--- config.mk ---
export PLATFORM = sky130hd
export DESIGN_NAME = stack_op_sequencer
export DESIGN_NICKNAME = d
export VERILOG_FILES = /design/src/rtl/stack_op_sequencer.sv
export SDC_FILE = /design/constraint.sdc
export NUM_CORES = 1
export LEC_CHECK = 0
export BUFFER_PORTS_ARGS = -buffer_cell sky130_fd_sc_hd__buf_2
export CORE_ASPECT_RATIO = 1.25
export CORE_MARGIN = 2
export CORE_UTILIZATION = 40
export CTS_CLUSTER_SIZE = 8
export DETAILED_ROUTE_END_ITERATION = 8
export SLEW_MARGIN = 20
export SYNTH_ARGS = -nofsm -noshare
export SYNTH_HDL_FRONTEND = slang
export SYNTH_SLANG_ARGS = --single-unit
--- constraint.sdc ---
create_clock -name clk -period 8.5 [get_ports clk]
set_input_delay 0.85 -clock clk [delete_from_list [all_inputs] [get_ports clk]]
set_output_delay 0.85 -clock clk [all_outputs]
set_load 0.01 [all_outputs]
--- src/rtl/stack_op_sequencer.sv ---
// rtl/stack_op_sequencer.sv - command sequencer driving a push/pop stack (PUSHI/POP/ALU/NOT/DUP)
module stack_op_sequencer (
    input  logic       clk,
    input  logic       rst,
    input  logic       cmd_valid,
    output logic       cmd_ready,
    input  logic [2:0] cmd_op,
    input  logic [7:0] cmd_imm,
    output logic       res_valid,
    output logic [7:0] res_data,
    output logic       err,
    output logic       busy,
    output logic       stk_push,
    output logic       stk_pop,
    output logic [7:0] stk_din,
    input  logic [7:0] stk_dout,
    input  logic [7:0] stk_tos
);

    localparam logic [2:0] OP_PUSHI = 3'b000;
    localparam logic [2:0] OP_POP   = 3'b001;
    localparam logic [2:0] OP_ADD   = 3'b010;
    localparam logic [2:0] OP_SUB   = 3'b011;
    localparam logic [2:0] OP_AND   = 3'b100;
    localparam logic [2:0] OP_OR    = 3'b101;
    localparam logic [2:0] OP_NOT   = 3'b110;
    localparam logic [2:0] OP_DUP   = 3'b111;

    typedef enum logic [2:0] {IDLE, POP_A, POP_B, PUSH_R, DONE, ERR} state_t;

    state_t     state;
    logic [2:0] op;
    logic [7:0] a;
    logic [7:0] b;
    logic [7:0] b_cur;
    logic       depth_ok;

    function automatic logic [7:0] alu(input logic [2:0] f, input logic [7:0] x_a,
                                       input logic [7:0] x_b);
        case (f)
            OP_ADD:  alu = x_b + x_a;
            OP_SUB:  alu = x_b - x_a;
            OP_AND:  alu = x_b & x_a;
            OP_OR:   alu = x_b | x_a;
            default: alu = x_a;
        endcase
    endfunction

    assign cmd_ready = (state == IDLE) && rst;

    // b is the post-pop top, visible on stk_dout while in POP_B
    assign b_cur = (state == POP_B) ? stk_dout : b;

    always_comb begin
        depth_ok = 1'b0;
        case (cmd_op)
            OP_PUSHI:       depth_ok = (stk_tos != 8'd255);
            OP_POP, OP_NOT: depth_ok = (stk_tos >= 8'd1);
            OP_DUP:         depth_ok = (stk_tos >= 8'd1) && (stk_tos <= 8'd254);
            default:        depth_ok = (stk_tos >= 8'd2);
        endcase
    end

    always_ff @(posedge clk) begin
        if (!rst) begin
            state     <= IDLE;
            op        <= 3'd0;
            a         <= 8'd0;
            b         <= 8'd0;
            res_valid <= 1'b0;
            res_data  <= 8'd0;
            err       <= 1'b0;
            busy      <= 1'b0;
            stk_push  <= 1'b0;
            stk_pop   <= 1'b0;
            stk_din   <= 8'd0;
        end else begin
            res_valid <= 1'b0;
            err       <= 1'b0;
            stk_push  <= 1'b0;
            stk_pop   <= 1'b0;
            stk_din   <= 8'd0;
            case (state)
                IDLE: begin
                    if (cmd_valid && cmd_ready) begin
                        op   <= cmd_op;
                        busy <= 1'b1;
                        if (!depth_ok) begin
                            state <= ERR;
                            err   <= 1'b1;
                        end else if (cmd_op == OP_PUSHI) begin
                            state    <= PUSH_R;
                            stk_push <= 1'b1;
                            stk_din  <= cmd_imm;
                        end else if (cmd_op == OP_DUP) begin
                            state    <= PUSH_R;
                            stk_push <= 1'b1;
                            stk_din  <= stk_dout;
                        end else begin
                            state   <= POP_A;
                            stk_pop <= 1'b1;
                        end
                    end
                end
                POP_A: begin
                    a <= stk_dout;
                    if (op == OP_POP) begin
                        state     <= DONE;
                        res_valid <= 1'b1;
                        res_data  <= stk_dout;
                    end else if (op == OP_NOT) begin
                        state    <= PUSH_R;
                        stk_push <= 1'b1;
                        stk_din  <= ~stk_dout;
                    end else begin
                        state   <= POP_B;
                        stk_pop <= 1'b1;
                    end
                end
                POP_B: begin
                    b        <= b_cur;
                    state    <= PUSH_R;
                    stk_push <= 1'b1;
                    stk_din  <= alu(op, a, b_cur);
                end
                PUSH_R: begin
                    // stk_din carries the result for the whole PUSH_R cycle
                    state     <= DONE;
                    res_valid <= 1'b1;
                    res_data  <= stk_din;
                end
                DONE, ERR: begin
                    state <= IDLE;
                    busy  <= 1'b0;
                end
                default: begin
                    state <= IDLE;
                    busy  <= 1'b0;
                end
            endcase
        end
    end

endmodule

==> results.py, run 1 <==
metrics = {
    "clocking": {
        "clkTransAtPathRegs_ns": 0.09,
        "clock_path_buffers": 2,
        "clkLatencyLatePin_ns": 0.30,
        "cts_hold_buf": 0,
        "postCtsSetupBuffers": 0,
        "cts_tree": "done",
        "post_cts_resized": 0,
        "cts_sinks": 43,
        "cts_max_level": 2,
        "clock-root-buffer": "clkbuf_8",
        "cts_buffers": 5,
    },
    "cells_and_area": {
        "drive_gt1_frac": 0.201,
        "nNetsFinal": 412,
        "final_common_cell": "nand2_1",
        "syn2layout_area_growth_pct": 13.9,
        "filler_cell_count": 692,
        "most-common-layout-cells": "nand2_1 (57), buf_2 (51), dfxtp_1 (43), o21ai_0 (18), a21oi_1 (17)",
        "antenna_cells": 0,
    },
    "hold_path": {
        "hold_end": "busy",
        "hold_path_class": "flip-flop to flip-flop",
        "hold_depth": 2,
        "min-delay-start": "busy",
    },
    "logic_synthesis": {
        "synth_fp_nets": 373,
        "seq_area_frac_synth": 0.320,
        "ys_ff_latch": 43,
        "synth_edf_count": 0,
        "yosys_warnings": 0,
        "synth_top_cell_by_area": "dfxtp_1",
        "async_flop_share": 0,
        "syn_area_sq_um": 2690,
        "syn_inst": 333,
        "ys_types": 54,
        "synth_flop_cell": "dfxtp_1",
        "syn_avg_cell_area_sq_um": 8.08,
        "synthTopCellsByArea": "dfxtp_1 (32%), nand2_1 (8.0%), mux2i_1 (5.2%), ha_1 (4.7%), o21ai_0 (3.3%)",
        "synth_top_area_share": 0.320,
    },
    "place": {
        "port_buffers": 51,
        "hpwl_um": 5230,
        "dp_slack_ns": 5.43,
        "gp_congestion": 0.906,
    },
    "sta": {
        "hold_violations": 0,
        "rsz0062_at_grt": "no",
        "max_slew_margin": 0.425,
        "min_period_ns": 3.12,
        "tightest_slew_ns": 0.858,
        "tns_ns": 0,
        "setup_viol": 0,
        "fmax_ghz": 0.321,
        "fin_ws_ns": 5.38,
        "finalCritPeriodShare": 0.367,
        "finalMaxSlewViolations": 0,
        "clock_skew_ns": 0.00586,
    },
    "detailed_routing": {
        "dr.pass1.iters": 4,
        "drc": 0,
        "via_per_inst": 5.38,
        "drtAntennaViolNets": 0,
        "wirelength_um": 7220,
        "wl_met3_um": 342,
        "wl_met1_um": 3270,
        "wl_per_cell_um": 15.7,
        "vias": 2474,
        "route.met2.wl_um": 3530,
        "highest_layer": "met4",
        "drt_iter0_drc": 178,
    },
    "critical_path": {
        "cp_cell_sequence": "nor3b_2 -> buf_4 -> mux2i_1 -> ha_1 -> inv_1 -> ha_1 -> a2111oi_0 -> o21ai_0 -> xor2_1 -> nor2b_1 -> o21ai_0",
        "rr_startpoint": "state[1]",
        "arrival_ns": 3.31,
        "endpoint_kind": "flip-flop",
        "r2r-end": "stk_din[6]",
        "path_class": "flip-flop to flip-flop",
        "critPathRequiredTime_ns": 8.69,
        "crit_family": "compound AO/OA/AOI/OAI gates",
        "rr_worst_depth": 11,
        "ff2ff_setup_slack_ns": 5.38,
        "slowest_delay_ns": 0.57,
        "slowest_stage": "dfxtp_1",
        "cp.buffers_inverters": 2,
        "start_kind": "flip-flop",
        "cp_max_fo": 15,
    },
    "pwr": {
        "p_leak_uw": 0.00141,
        "cellPowerDensity_nw_per_um2": 181,
        "irDropWorstVdd_uv": 84.3,
        "power.total_uw": 554,
    },
    "die": {
        "die_x_um": 77.4,
        "ios": 52,
        "start_util": 0.412,
        "core_area_sq_um": 6520,
        "fp.dieH_um": 95.7,
        "num_rows": 33,
        "die-area_sq_um": 7400,
    },
    "outcome": {
        "status": "complete, no violations",
    },
    "grt": {
        "grt_use_total": 0.203,
        "grt_pass1_vias": 2306,
        "grt_pass1_wl_um": 11800,
        "overflow": 0,
        "grt_start_max_net_pins": 30,
        "antenna_found_initial": 0,
    },
    "job": {
        "maxCapViolCount": 0,
    },
}
## report_power, final
group	switching, uW	total, uW	internal (uW)	leakage, uW
logic	108	191	83.9	0.00102
clock network	75.0	133	57.6	0.0000412
registers	15.2	230	215	0.000350
## flip-flops by register name, summed over array words and instances, names as in the netlist
signal / flops
stk_din: 8
err: 1
stk_pop: 1
res_valid: 1
res_data: 8
stk_push: 1
op: 3
a: 8
b: 8
busy: 1
state: 3
## cells in the mapped netlist, drive strengths merged (2+ instances only)
master	count
nand2	57
xnor2	10
a21oi	18
mux2i	14
or3b	2
and2	7
a22oi	8
inv	9
a21boi	8
nor3	10
a31oi	3
a2111oi	2
o21ai	19
nand3	6
o211ai	2
a21o	5
o221ai	2
nor3b	2
nand2b	4
xor2	4
o211a	8
mux2	3
ha	10
dfxtp	43
o21bai	4
nor2	16
nor2b	7
and3	3
clkbuf	17
buf	4
o21a	2
o22ai	7
nand4	2
## stage by stage
step	util	instance area [sq um]	cells	hold WS, ns
2_1_floorplan	-	2690	333	0.483
3_3_place_gp	0.457	2980	452	0.474
3_5_place_dp	0.457	2980	452	0.479
4_1_cts	0.470	3060	460	0.492
5_1_grt	0.470	3060	460	0.527
6_report	0.470	3060	460	0.485
## area by class of cell
class / count / area (sq um) / share of cell area
clock buffer: 6 / 72.6 / 0.0237
clock inverter: 2 / 12.5 / 0.00408
inverter: 9 / 33.8 / 0.0110
timing repair buffer: 53 / 270 / 0.0882
multi-input combinational: 260 / 1710 / 0.557
sequential: 43 / 861 / 0.281
tap: 87 / 109 / 0.0355
## worst reg2reg max path, delay by kind of cell, from the launching register on
| kind | cells | cell delay, ns |
|---|---|---|
| adder cells (fa/ha/maj) | 2 | 0.41 |
| AND/OR/NAND/NOR | 2 | 0.36 |
| buffers and inverters | 2 | 0.32 |
| multiplexers | 1 | 0.38 |
| AO/OA/AOI/OAI | 3 | 0.77 |
| XOR/XNOR | 1 | 0.18 |
| flip-flops | 1 | 0.57 |
## worst max-delay path by stage
stage	from	endpoint	slack, ns	cells past startpoint
final	state[1]	stk_din[6]	5.38	11
after global routing	state[1]	stk_din[6]	5.10	11
after CTS	state[1]	stk_din[6]	5.40	11
after detailed placement	state[1]	stk_din[6]	5.43	11
after global placement	state[1]	stk_din[6]	5.42	11
after floorplan	state[1]	stk_din[6]	5.78	11
## kinds of logic after synthesis
| family | count (synthesis) | synth area share |
|---|---|---|
| adders and majority gates | 11 | 0.0507 |
| DFF | 43 | 0.320 |
| muxes | 17 | 0.0660 |
| xor gates and xnor gates | 14 | 0.0456 |
| AOI/OAI and AO/OA | 98 | 0.258 |
| and+or+nand+nor | 120 | 0.213 |
| buffers and inverters | 30 | 0.0460 |
## metal layers
metal,vias up,GRT usage
met2,62,0.357
li1,1263,-
met4,0,0.0536
met1,1141,0.260
met5,-,0
met3,8,0.0313
No activity file was read; power rests on OpenSTA's default activity.
==> run 2, diff against run 1 <==
Clock period 8.5 ns to 3.1 ns, I/O delays scaled along.
==> run 2 against run 1 <==
Against the previous run:
- die area did not move
- final cell count rose by 1.5%
- setup slack got worse by 5.0 ns
- fmax rose by 16%
- non-clock buffer count rose by 7
- sequential cell count did not move
- sequential share of layout area fell by 0.44 points
- via count rose by 5.3%
- core utilization rose by 0.82 points
- first-iteration DRC count did not move
- critical path type unchanged
- largest power group unchanged
- highest routed layer unchanged
==> results.py, run 2 (synthesis gave the netlist of run 1 again) <==
metrics = {
    "clocking": {
        "clkTransAtPathRegs_ns": 0.09,
        "clock-root-buffer": "clkbuf_8",
        "clkLatencyLatePin_ns": 0.30,
        "cts_sinks": 43,
        "cts_tree": "done",
        "cts_max_level": 2,
        "cts_buffers": 5,
        "clock_path_buffers": 2,
        "postCtsSetupBuffers": 0,
    },
    "cells_and_area": {
        "antenna_cells": 0,
        "nNetsFinal": 419,
        "register_area_sq_um": 862,
        "filler_cell_count": 698,
        "most-common-layout-cells": "nand2_1 (57), buf_2 (51), dfxtp_1 (42), o21ai_0 (18), a21oi_1 (17)",
        "drive_gt1_frac": 0.218,
        "postLayoutCoreUtil": 0.478,
        "syn2layout_area_growth_pct": 15.9,
        "instances_no_fill": 467,
        "final_common_cell": "nand2_1",
        "multi_input_area_sq_um": 1710,
    },
    "critical_path": {
        "path_class": "flip-flop to flip-flop",
        "path_depth": 10,
        "start_kind": "flip-flop",
        "rr_worst_depth": 10,
        "crit_family": "compound AO/OA/AOI/OAI gates",
        "ff2ff_setup_slack_ns": 0.40,
        "slowest_stage": "dfxtp_1",
        "cp_max_fo": 6,
        "cp.buffers_inverters": 1,
        "endpoint_kind": "flip-flop",
        "cp_cell_sequence": "inv_1 -> ha_1 -> mux2i_1 -> xnor2_1 -> ha_1 -> a2111oi_0 -> o21ai_0 -> xor2_1 -> nor2b_1 -> o21ai_0",
        "critPathRequiredTime_ns": 3.29,
        "slowest_delay_ns": 0.47,
        "arrival_ns": 2.89,
    },
    "die": {
        "start_util": 0.412,
        "ios": 52,
        "fp.dieH_um": 95.7,
        "core_area_sq_um": 6520,
        "num_rows": 33,
        "die-area_sq_um": 7400,
        "die_x_um": 77.4,
    },
    "place": {
        "gp_congestion": 0.949,
        "dp.cells": 459,
        "dp_slack_ns": 0.264,
        "port_buffers": 51,
        "hpwl_um": 5580,
    },
    "sta": {
        "finalMaxSlewViolations": 0,
        "hold_violations": 0,
        "clock_skew_ns": 0.00806,
        "setup_viol": 0,
        "min_period_ns": 2.70,
        "rsz0062_at_grt": "no",
        "tightest_slew_ns": 0.802,
        "finalCritPeriodShare": 0.870,
        "fin_ws_ns": 0.402,
        "fmax_ghz": 0.371,
        "tns_ns": 0,
        "max_slew_margin": 0.465,
    },
    "pwr": {
        "p_sw_uw": 543,
        "p_int_uw": 987,
        "irDropWorstVdd_uv": 242,
        "p_clk_frac": 0.238,
        "comb_power_share": 0.355,
        "swShare": 0.355,
        "p_leak_uw": 0.00144,
        "seqPwrFrac": 0.407,
        "power.total_uw": 1530,
        "cellPowerDensity_nw_per_um2": 491,
    },
    "grt": {
        "grt_pass1_vias": 2357,
        "antenna_found_initial": 0,
        "grt_start_max_net_pins": 29,
        "grt_pass1_wl_um": 12100,
        "grt_use_total": 0.210,
        "overflow": 0,
    },
    "detailed_routing": {
        "drt_iter0_drc": 178,
        "wl_met1_um": 3280,
        "route.met2.wl_um": 3820,
        "wl_per_cell_um": 16.3,
        "dr.pass1.iters": 5,
        "vias": 2605,
        "via_per_inst": 5.58,
        "wl_met3_um": 356,
        "drc": 0,
        "highest_layer": "met4",
        "drtAntennaViolNets": 0,
        "wirelength_um": 7600,
    },
    "job": {
        "maxCapViolCount": 0,
    },
    "hold_path": {
        "hold_depth": 3,
        "hold_path_class": "input port to flip-flop",
    },
    "outcome": {
        "status": "complete, no violations",
    },
}
[run 2: cell count changes in the layout (fill, tap and decap cells not counted), sizes merged]
cell,change
buf,+7
[run 2: power by group through the flow]
stage	combinational [uW]	sequential, uW	clock, uW
after floorplan	399	628	0
after global placement	533	633	0
after detailed placement	540	635	0
after CTS	544	622	373
after global routing	603	629	397
final	544	622	365
[run 2: worst paths after layout]
| path | start | to |
|---|---|---|
| worst max-delay path | a[0] | stk_din[6] |
| worst min-delay path | cmd_op[0] | op[0] |
| worst max register to register | a[0] | stk_din[6] |
| worst min register to register | busy | busy |
[run 2: what timing repair did]
item,4_1_cts,5_1_grt
setup endpoints to repair,0,1
hold buffers,0,0
gates resized for setup,0,1
[run 2: tightest hold or removal path, stage by stage]
cell     delay, ns
buf_2         0.11
nand2_1       0.05
o21ai_0       0.06
[run 2: routing by layer]
layer / track usage / vias up
met1: 0.260 / 1223
met2: 0.370 / 82
met3: 0.0369 / 18
li1: - / 1282
met5: 0 / -
met4: 0.0685 / 0
[run 2: area by class of cell]
type	instances	share of cell area
Inverter	9	0.0108
Sequential cell	43	0.276
Clock buffer	6	0.0233
Clock inverter	2	0.00401
Multi-Input combinational cell	260	0.547
Timing Repair Buffer	60	0.104
Tap cell	87	0.0349
[run 2: metrics by stage]
step,hold WS (ns),area [sq um]
3_3_place_gp,0.447,3030
4_1_cts,0.270,3120
5_1_grt,0.302,3120
3_5_place_dp,0.452,3030
6_report,0.265,3120
2_1_floorplan,0.419,2690
